**config.mk**
```make
export PLATFORM = sky130hd
export DESIGN_NAME = uart_line_buf_flat
export DESIGN_NICKNAME = d
export VERILOG_FILES = /design/src/rtl/uart_pkg.sv /design/src/rtl/uart_line_buf_if.sv /design/src/rtl/uart_line_ram.sv /design/src/rtl/uart_line_buf.sv /design/src/flat_wrapper.sv
export SDC_FILE = /design/constraint.sdc
export NUM_CORES = 1
export LEC_CHECK = 0
export ABC_AREA = 0
export CORE_ASPECT_RATIO = 0.6
export CORE_MARGIN = 2
export CORE_UTILIZATION = 39
export DETAILED_ROUTE_END_ITERATION = 16
export DONT_BUFFER_PORTS = 1
export GPL_ROUTABILITY_DRIVEN = 0
export SLEW_MARGIN = 20
export SYNTH_ARGS = -nofsm -noshare
export SYNTH_HDL_FRONTEND = slang
export SYNTH_SLANG_ARGS = --single-unit
export TNS_END_PERCENT = 30
```
**constraint.sdc**
```tcl
create_clock -name uart_clk -period 4.5 [get_ports uart_clk]
set_clock_uncertainty 0.1 [all_clocks]
set_input_delay 0.45 -clock uart_clk [delete_from_list [all_inputs] [get_ports uart_clk]]
set_output_delay 0.45 -clock uart_clk [all_outputs]
set_load 0.02 [all_outputs]
```
**src/rtl/uart_pkg.sv**
```systemverilog
// Shared character constants and line-buffer state encoding for the UART path.
package uart_pkg;

  localparam logic [7:0] CHAR_CR = 8'h0D;
  localparam logic [7:0] CHAR_LF = 8'h0A;
  localparam logic [7:0] CHAR_BS = 8'h08;

  typedef enum logic [1:0] {
    COLLECT,
    EMIT,
    EOL_CR,
    EOL_LF
  } line_state_t;

endpackage

```
**src/rtl/uart_line_buf_if.sv**
```systemverilog
// Receive/transmit byte streams between the UART and the line buffer.
interface uart_line_buf_if;

  logic [7:0] rx_data;
  logic       rx_valid;
  logic       rx_ready;
  logic [7:0] tx_data;
  logic       tx_valid;
  logic       tx_ready;

  modport master (
    output rx_data, rx_valid, tx_ready,
    input  rx_ready, tx_data, tx_valid
  );

  modport slave (
    input  rx_data, rx_valid, tx_ready,
    output rx_ready, tx_data, tx_valid
  );

endinterface

```
**src/rtl/uart_line_ram.sv**
```systemverilog
// Line storage: synchronous write, asynchronous read, contents not reset.
module uart_line_ram #(
  parameter int unsigned DEPTH = 64,
  parameter int unsigned AW    = $clog2(DEPTH)
) (
  input  logic          uart_clk,
  input  logic          we,
  input  logic [AW-1:0] waddr,
  input  logic [7:0]    wdata,
  input  logic [AW-1:0] raddr,
  output logic [7:0]    rdata
);

  logic [7:0] mem [DEPTH];

  // Write port
  always_ff @(posedge uart_clk) begin
    if (we) mem[waddr] <= wdata;
  end

  assign rdata = mem[raddr];

endmodule

```
**src/rtl/uart_line_buf.sv**
```systemverilog
// Line-editing echo stage: collects rx bytes with backspace, replays line + CR LF.
module uart_line_buf
  import uart_pkg::*;
#(
  parameter int unsigned DEPTH    = 64,
  parameter logic [7:0]  EOL_CHAR = 8'h0D,
  localparam int unsigned CW      = $clog2(DEPTH + 1)
) (
  input  logic          uart_clk,
  input  logic          uart_rst,
  uart_line_buf_if.slave bus,
  output logic [CW-1:0] line_len,
  output logic          overflow,
  output logic          busy
);

  localparam int unsigned AW = $clog2(DEPTH);

  line_state_t   state;
  logic [CW-1:0] count;
  logic [CW-1:0] rd_ptr;
  logic [7:0]    rd_data;
  logic          rx_fire;
  logic          tx_fire;
  logic          is_print;
  logic          wr_en;
  logic          full;

  // Handshake and byte classification
  always_comb begin
    rx_fire  = bus.rx_valid && bus.rx_ready;
    tx_fire  = bus.tx_valid && bus.tx_ready;
    is_print = (bus.rx_data != EOL_CHAR) && (bus.rx_data != CHAR_LF) &&
               (bus.rx_data != CHAR_BS);
    full     = (count == CW'(DEPTH));
    wr_en    = rx_fire && is_print && !full;
  end

  uart_line_ram #(.DEPTH(DEPTH), .AW(AW)) u_ram (
    .uart_clk (uart_clk),
    .we       (wr_en),
    .waddr    (count[AW-1:0]),
    .wdata    (bus.rx_data),
    .raddr    (rd_ptr[AW-1:0]),
    .rdata    (rd_data)
  );

  // Line FSM with registered handshake and status outputs
  always_ff @(posedge uart_clk or negedge uart_rst) begin
    if (!uart_rst) begin
      state        <= COLLECT;
      count        <= '0;
      rd_ptr       <= '0;
      bus.rx_ready <= 1'b0;
      bus.tx_valid <= 1'b0;
      bus.tx_data  <= 8'h00;
      overflow     <= 1'b0;
      busy         <= 1'b0;
    end else begin
      overflow <= 1'b0;
      case (state)
        COLLECT: begin
          bus.rx_ready <= 1'b1;
          if (rx_fire) begin
            if (bus.rx_data == EOL_CHAR) begin
              bus.rx_ready <= 1'b0;
              bus.tx_valid <= 1'b1;
              busy         <= 1'b1;
              if (count == '0) begin
                bus.tx_data <= CHAR_CR;
                state       <= EOL_CR;
              end else begin
                // rd_ptr rests at 0 while collecting, so rd_data is mem[0]
                bus.tx_data <= rd_data;
                rd_ptr      <= CW'(1);
                state       <= EMIT;
              end
            end else if (bus.rx_data == CHAR_LF) begin
              // dropped so CR LF terminals do not produce an empty second line
            end else if (bus.rx_data == CHAR_BS) begin
              if (count != '0) count <= count - CW'(1);
            end else if (full) begin
              overflow <= 1'b1;
            end else begin
              count <= count + CW'(1);
            end
          end
        end
        EMIT: begin
          if (tx_fire) begin
            if (rd_ptr == count) begin
              bus.tx_data <= CHAR_CR;
              state       <= EOL_CR;
            end else begin
              bus.tx_data <= rd_data;
              rd_ptr      <= rd_ptr + CW'(1);
            end
          end
        end
        EOL_CR: begin
          if (tx_fire) begin
            bus.tx_data <= CHAR_LF;
            state       <= EOL_LF;
          end
        end
        EOL_LF: begin
          if (tx_fire) begin
            bus.tx_valid <= 1'b0;
            bus.rx_ready <= 1'b1;
            busy         <= 1'b0;
            count        <= '0;
            rd_ptr       <= '0;
            state        <= COLLECT;
          end
        end
        default: state <= COLLECT;
      endcase
    end
  end

  assign line_len = count;

endmodule

```
**src/flat_wrapper.sv**
```systemverilog
// flat-port wrapper written by rule: the top's interface ports become plain ports
module uart_line_buf_flat import uart_pkg::*;
#(
  parameter int unsigned DEPTH    = 64,
  parameter logic [7:0]  EOL_CHAR = 8'h0D,
  localparam int unsigned CW      = $clog2(DEPTH + 1)
)
  (uart_clk, uart_rst, line_len, overflow, busy, bus_rx_data, bus_rx_valid, bus_tx_ready, bus_rx_ready, bus_tx_data, bus_tx_valid);
  uart_line_buf_if bus_i ();
  input  logic uart_clk;
  input  logic uart_rst;
  output logic [CW-1:0] line_len;
  output logic overflow;
  output logic busy;
  input wire logic [$bits(bus_i.rx_data)-1:0] bus_rx_data;
  input wire logic [$bits(bus_i.rx_valid)-1:0] bus_rx_valid;
  input wire logic [$bits(bus_i.tx_ready)-1:0] bus_tx_ready;
  output wire logic [$bits(bus_i.rx_ready)-1:0] bus_rx_ready;
  output wire logic [$bits(bus_i.tx_data)-1:0] bus_tx_data;
  output wire logic [$bits(bus_i.tx_valid)-1:0] bus_tx_valid;
  assign bus_i.rx_data = bus_rx_data;
  assign bus_i.rx_valid = bus_rx_valid;
  assign bus_i.tx_ready = bus_tx_ready;
  assign bus_rx_ready = bus_i.rx_ready;
  assign bus_tx_data = bus_i.tx_data;
  assign bus_tx_valid = bus_i.tx_valid;
  uart_line_buf #(.DEPTH(DEPTH), .EOL_CHAR(EOL_CHAR)) u_core (.uart_clk(uart_clk), .uart_rst(uart_rst), .bus(bus_i), .line_len(line_len), .overflow(overflow), .busy(busy));
endmodule
```
==> results.cfg <==
[yosys]
postSynthNetCount = 1279
async_reset_ff_frac = 0.05009
synth_flop_cell = edfxtp_1
synthCells = 1260
synth_seq_cells = 539
synth_area_um2 = 21980
yosys_warnings = 0
synth_cell_types = 64
synth-edff-count = 512
syn-mean-instance-area_um2 = 17.44
yosysSeqAreaShare = 0.7303

[detailed_routing]
wl_per_cell_um = 27.87
drtPass1Iterations = 6
drt-initial-drc-count = 1680
drc = 0
num_vias = 11896
final_antenna_net_count = 0
routed_wirelength_um = 57840
via_per_inst = 5.733

[global_route]
grt_pass1_wl_um = 82590
grt_start_max_net_pins = 65
grt_antenna_before_repair = 1
grt_usage = 0.1991
grt.overflow.total = 0
grt_pass1_vias = 11404

[sta]
slew_viol_final = 0
max_freq_ghz = 0.2808
worst-slew-pin-transition_ns = 1.110
fin_crit_sh = 0.7913
setup_tns_ns = 0
setup_ws_ns = 0.9391
slew_headroom = 0.2521
hold_viol = 0
fin_crit_ns = 3.561
finalSetupViolCount = 0
rsz0062_at_grt = false

[power_and_ir_drop]
power.density_nw_per_um2 = 389.1
p_leak_nw = 7.461
vdd_ir_drop_max_mv = 0.2810

[setup_path]
worst_setup_path_start_kind = flip-flop
critPathCaptureType = flip-flop
criticalPathCategory = reg -> reg
slowest_stage = o21ai_0
cp.required_ns = 4.90
critPathMaxStageDelay_ns = 0.88
worstPathMaxFanout = 39
arrival_ns = 3.96
crit_chain = buf_4 -> buf_4 -> mux4_2 -> mux2i_1 -> o21ai_0 -> o22ai_1 -> o21ai_0

[clock_tree]
cts_tree = built
numCtsBuffers = 47
clockBufferDepth = 3
cts_root_buf = clkbuf_16
cts_num_sinks = 539
cts_resized = 0
postCtsSetupBuffers = 0
clk_latency_ns = 0.58
clkTransAtPathRegs_ns = 0.07
htreeDepth = 2
hold_buffers = 11

[finish]
drive_above_1_share = 0.1544
final_nets = 1299
nFillCells = 4794
syn2layout_area_growth_pct = 11.65

[job]
drv_cap = 0

[die]
start_util = 0.3943
die_area_um2 = 58330
coreArea_um2 = 55750
fp-row-count = 67
num_io_pins = 31
die_w_um = 310.5
die-height_um = 187.9

[worst_hold_path]
hold_class = in -> reg

[status]
status = finished, final reports clean

[placement]
dp_hpwl_um = 35540
place_ws_ns = 1.089
portBuffers = 0
[where the power goes]
group	total, mW	internal (mW)	switching [mW]	leakage (nW)
combinational	0.112	0.0252	0.0871	1.84
clock	3.95	2.12	1.83	0.700
sequential	5.48	5.48	0.000172	4.93
[cells by family (layout without fill, tap and decap cells)]
group           after synthesis  after routing  share of synthesized area
flops                       539            539                     0.7303
simple gates                271            271                    0.05915
mux                         199            199                     0.1373
compound gates              151            151                    0.04623
buf+inv                      84            139                    0.01947
xor+xnor                      9              9                   0.003587
fa+ha+maj                     7              7                   0.003985
other cells                   0              1                          0
[per-layer routing]
layer | vias to the layer above | wire [um] | GRT usage | part of all wire
met4 | 0 | 802 | 0.03326 | 0.014
met3 | 67 | 7910 | 0.09369 | 0.14
met2 | 583 | 23010 | 0.2597 | 0.40
li1 | 5052 | - | - | -
met5 | - | 0 | 0 | 0
met1 | 6194 | 26110 | 0.3028 | 0.45
[sequential cells by signal (all words and copies together), names as in the netlist]
| register | count |
|---|---|
| u_core.line_len | 7 |
| u_core.overflow | 1 |
| u_core.rd_ptr | 7 |
| u_core.bus.tx_data | 8 |
| u_core.state | 2 |
| u_core.bus.tx_valid | 1 |
| u_core.u_ram.mem | 512 |
| u_core.bus.rx_ready | 1 |
[per-stage QoR]
step | area, um2 | util | hold WS [ns] | instances | power, mW
after floorplan | 21980 | - | 0.05441 | 1260 | 5.598
after global placement | 22810 | 0.4092 | 0.05516 | 1979 | 5.595
after detailed placement | 22810 | 0.4092 | 0.05522 | 1979 | 5.595
after CTS | 24530 | 0.4400 | 0.1347 | 2074 | 9.599
after global routing | 24540 | 0.4401 | 0.1418 | 2074 | 9.797
final | 24540 | 0.4402 | 0.1381 | 2075 | 9.548
[Yosys cell counts (7+ instances only)]
cell | count | share of area
a31oi_1 | 9 | 0.0026
inv_1 | 7 | 0.0012
nor2_1 | 88 | 0.015
mux4_2 | 74 | 0.076
a21oi_1 | 24 | 0.0055
a22oi_1 | 41 | 0.014
buf_4 | 10 | 0.0034
nand3b_1 | 8 | 0.0027
o21ai_0 | 27 | 0.0061
xor2_1 | 7 | 0.0028
ha_1 | 7 | 0.0040
buf_1 | 7 | 0.0012
dfrtp_1 | 27 | 0.031
nor2b_1 | 12 | 0.0034
a211oi_1 | 11 | 0.0038
nand3_1 | 32 | 0.0073
clkbuf_1 | 22 | 0.0038
mux2i_1 | 117 | 0.053
nand2_1 | 75 | 0.013
nor3_1 | 10 | 0.0023
edfxtp_1 | 512 | 0.70
buf_2 | 35 | 0.0080
[worst paths after layout]
check	startpoint	slack [ns]	endpoint	depth (start not counted)
min	bus_rx_data[6]	0.14	u_core.u_ram.mem[26][6]$_DFFE_PP_	1
max reg2reg	u_core.rd_ptr[1]$_DFFE_PN0P_	0.94	u_core.bus.tx_data[5]$_DFFE_PN0P_	7
min in group asynchronous	uart_rst	0.23	u_core.rd_ptr[6]$_DFFE_PN0P_	2
min reg2reg	u_core.rd_ptr[6]$_DFFE_PN0P_	0.47	u_core.rd_ptr[6]$_DFFE_PN0P_	2
max	u_core.rd_ptr[1]$_DFFE_PN0P_	0.94	u_core.bus.tx_data[5]$_DFFE_PN0P_	7
max in group asynchronous	uart_rst	3.86	u_core.rd_ptr[0]$_DFFE_PN0P_	2
[worst max-delay path, delay by kind of cell (launching register included)]
kind / cells / cell delay [ns]
buffers and inverters: 2 / 0.77
AOI/OAI and AO/OA: 3 / 1.29
muxes: 2 / 0.40
DFF: 1 / 0.87
[placed cells by master, fill, tap and decap left out, types with 6 or more instances in the layout]
cell       synthesis  final
a22oi_1           41     41
clkbuf_1          22     15
a211oi_1          11     11
clkbuf_16          0     47
mux4_2            74     74
nor2b_1           12     12
nand3_1           32     32
nand2b_1           6      6
dfrtp_1           27     25
clkinv_2           0      6
edfxtp_1         512    512
inv_1              7      7
nand2_1           75     75
xor2_1             7      7
nor2_1            88     86
ha_1               7      7
mux4_1             6      6
nand3b_1           8      8
o211ai_1           6      6
o21ai_0           27     25
buf_4             10     37
a21oi_1           24     24
and2_1             6      6
buf_16             0      8
clkinv_1           0      6
a31oi_1            9      9
nor3_1            10     10
mux2i_1          117    117
[layout make-up]
class                           instances  area (um2)  share of cell area
Timing Repair Buffer                   48       538.0             0.02193
Multi-Input combinational cell        637        5505              0.2244
Sequential cell                       539       16060              0.6544
Clock inverter                         22       226.5            0.009229
Clock buffer                           62        1232             0.05022
Tap cell                              759       949.7             0.03870
Inverter                                7       26.28            0.001071
Antenna cell                            1       2.502           0.0001020
(Power assumes the default switching activity.)
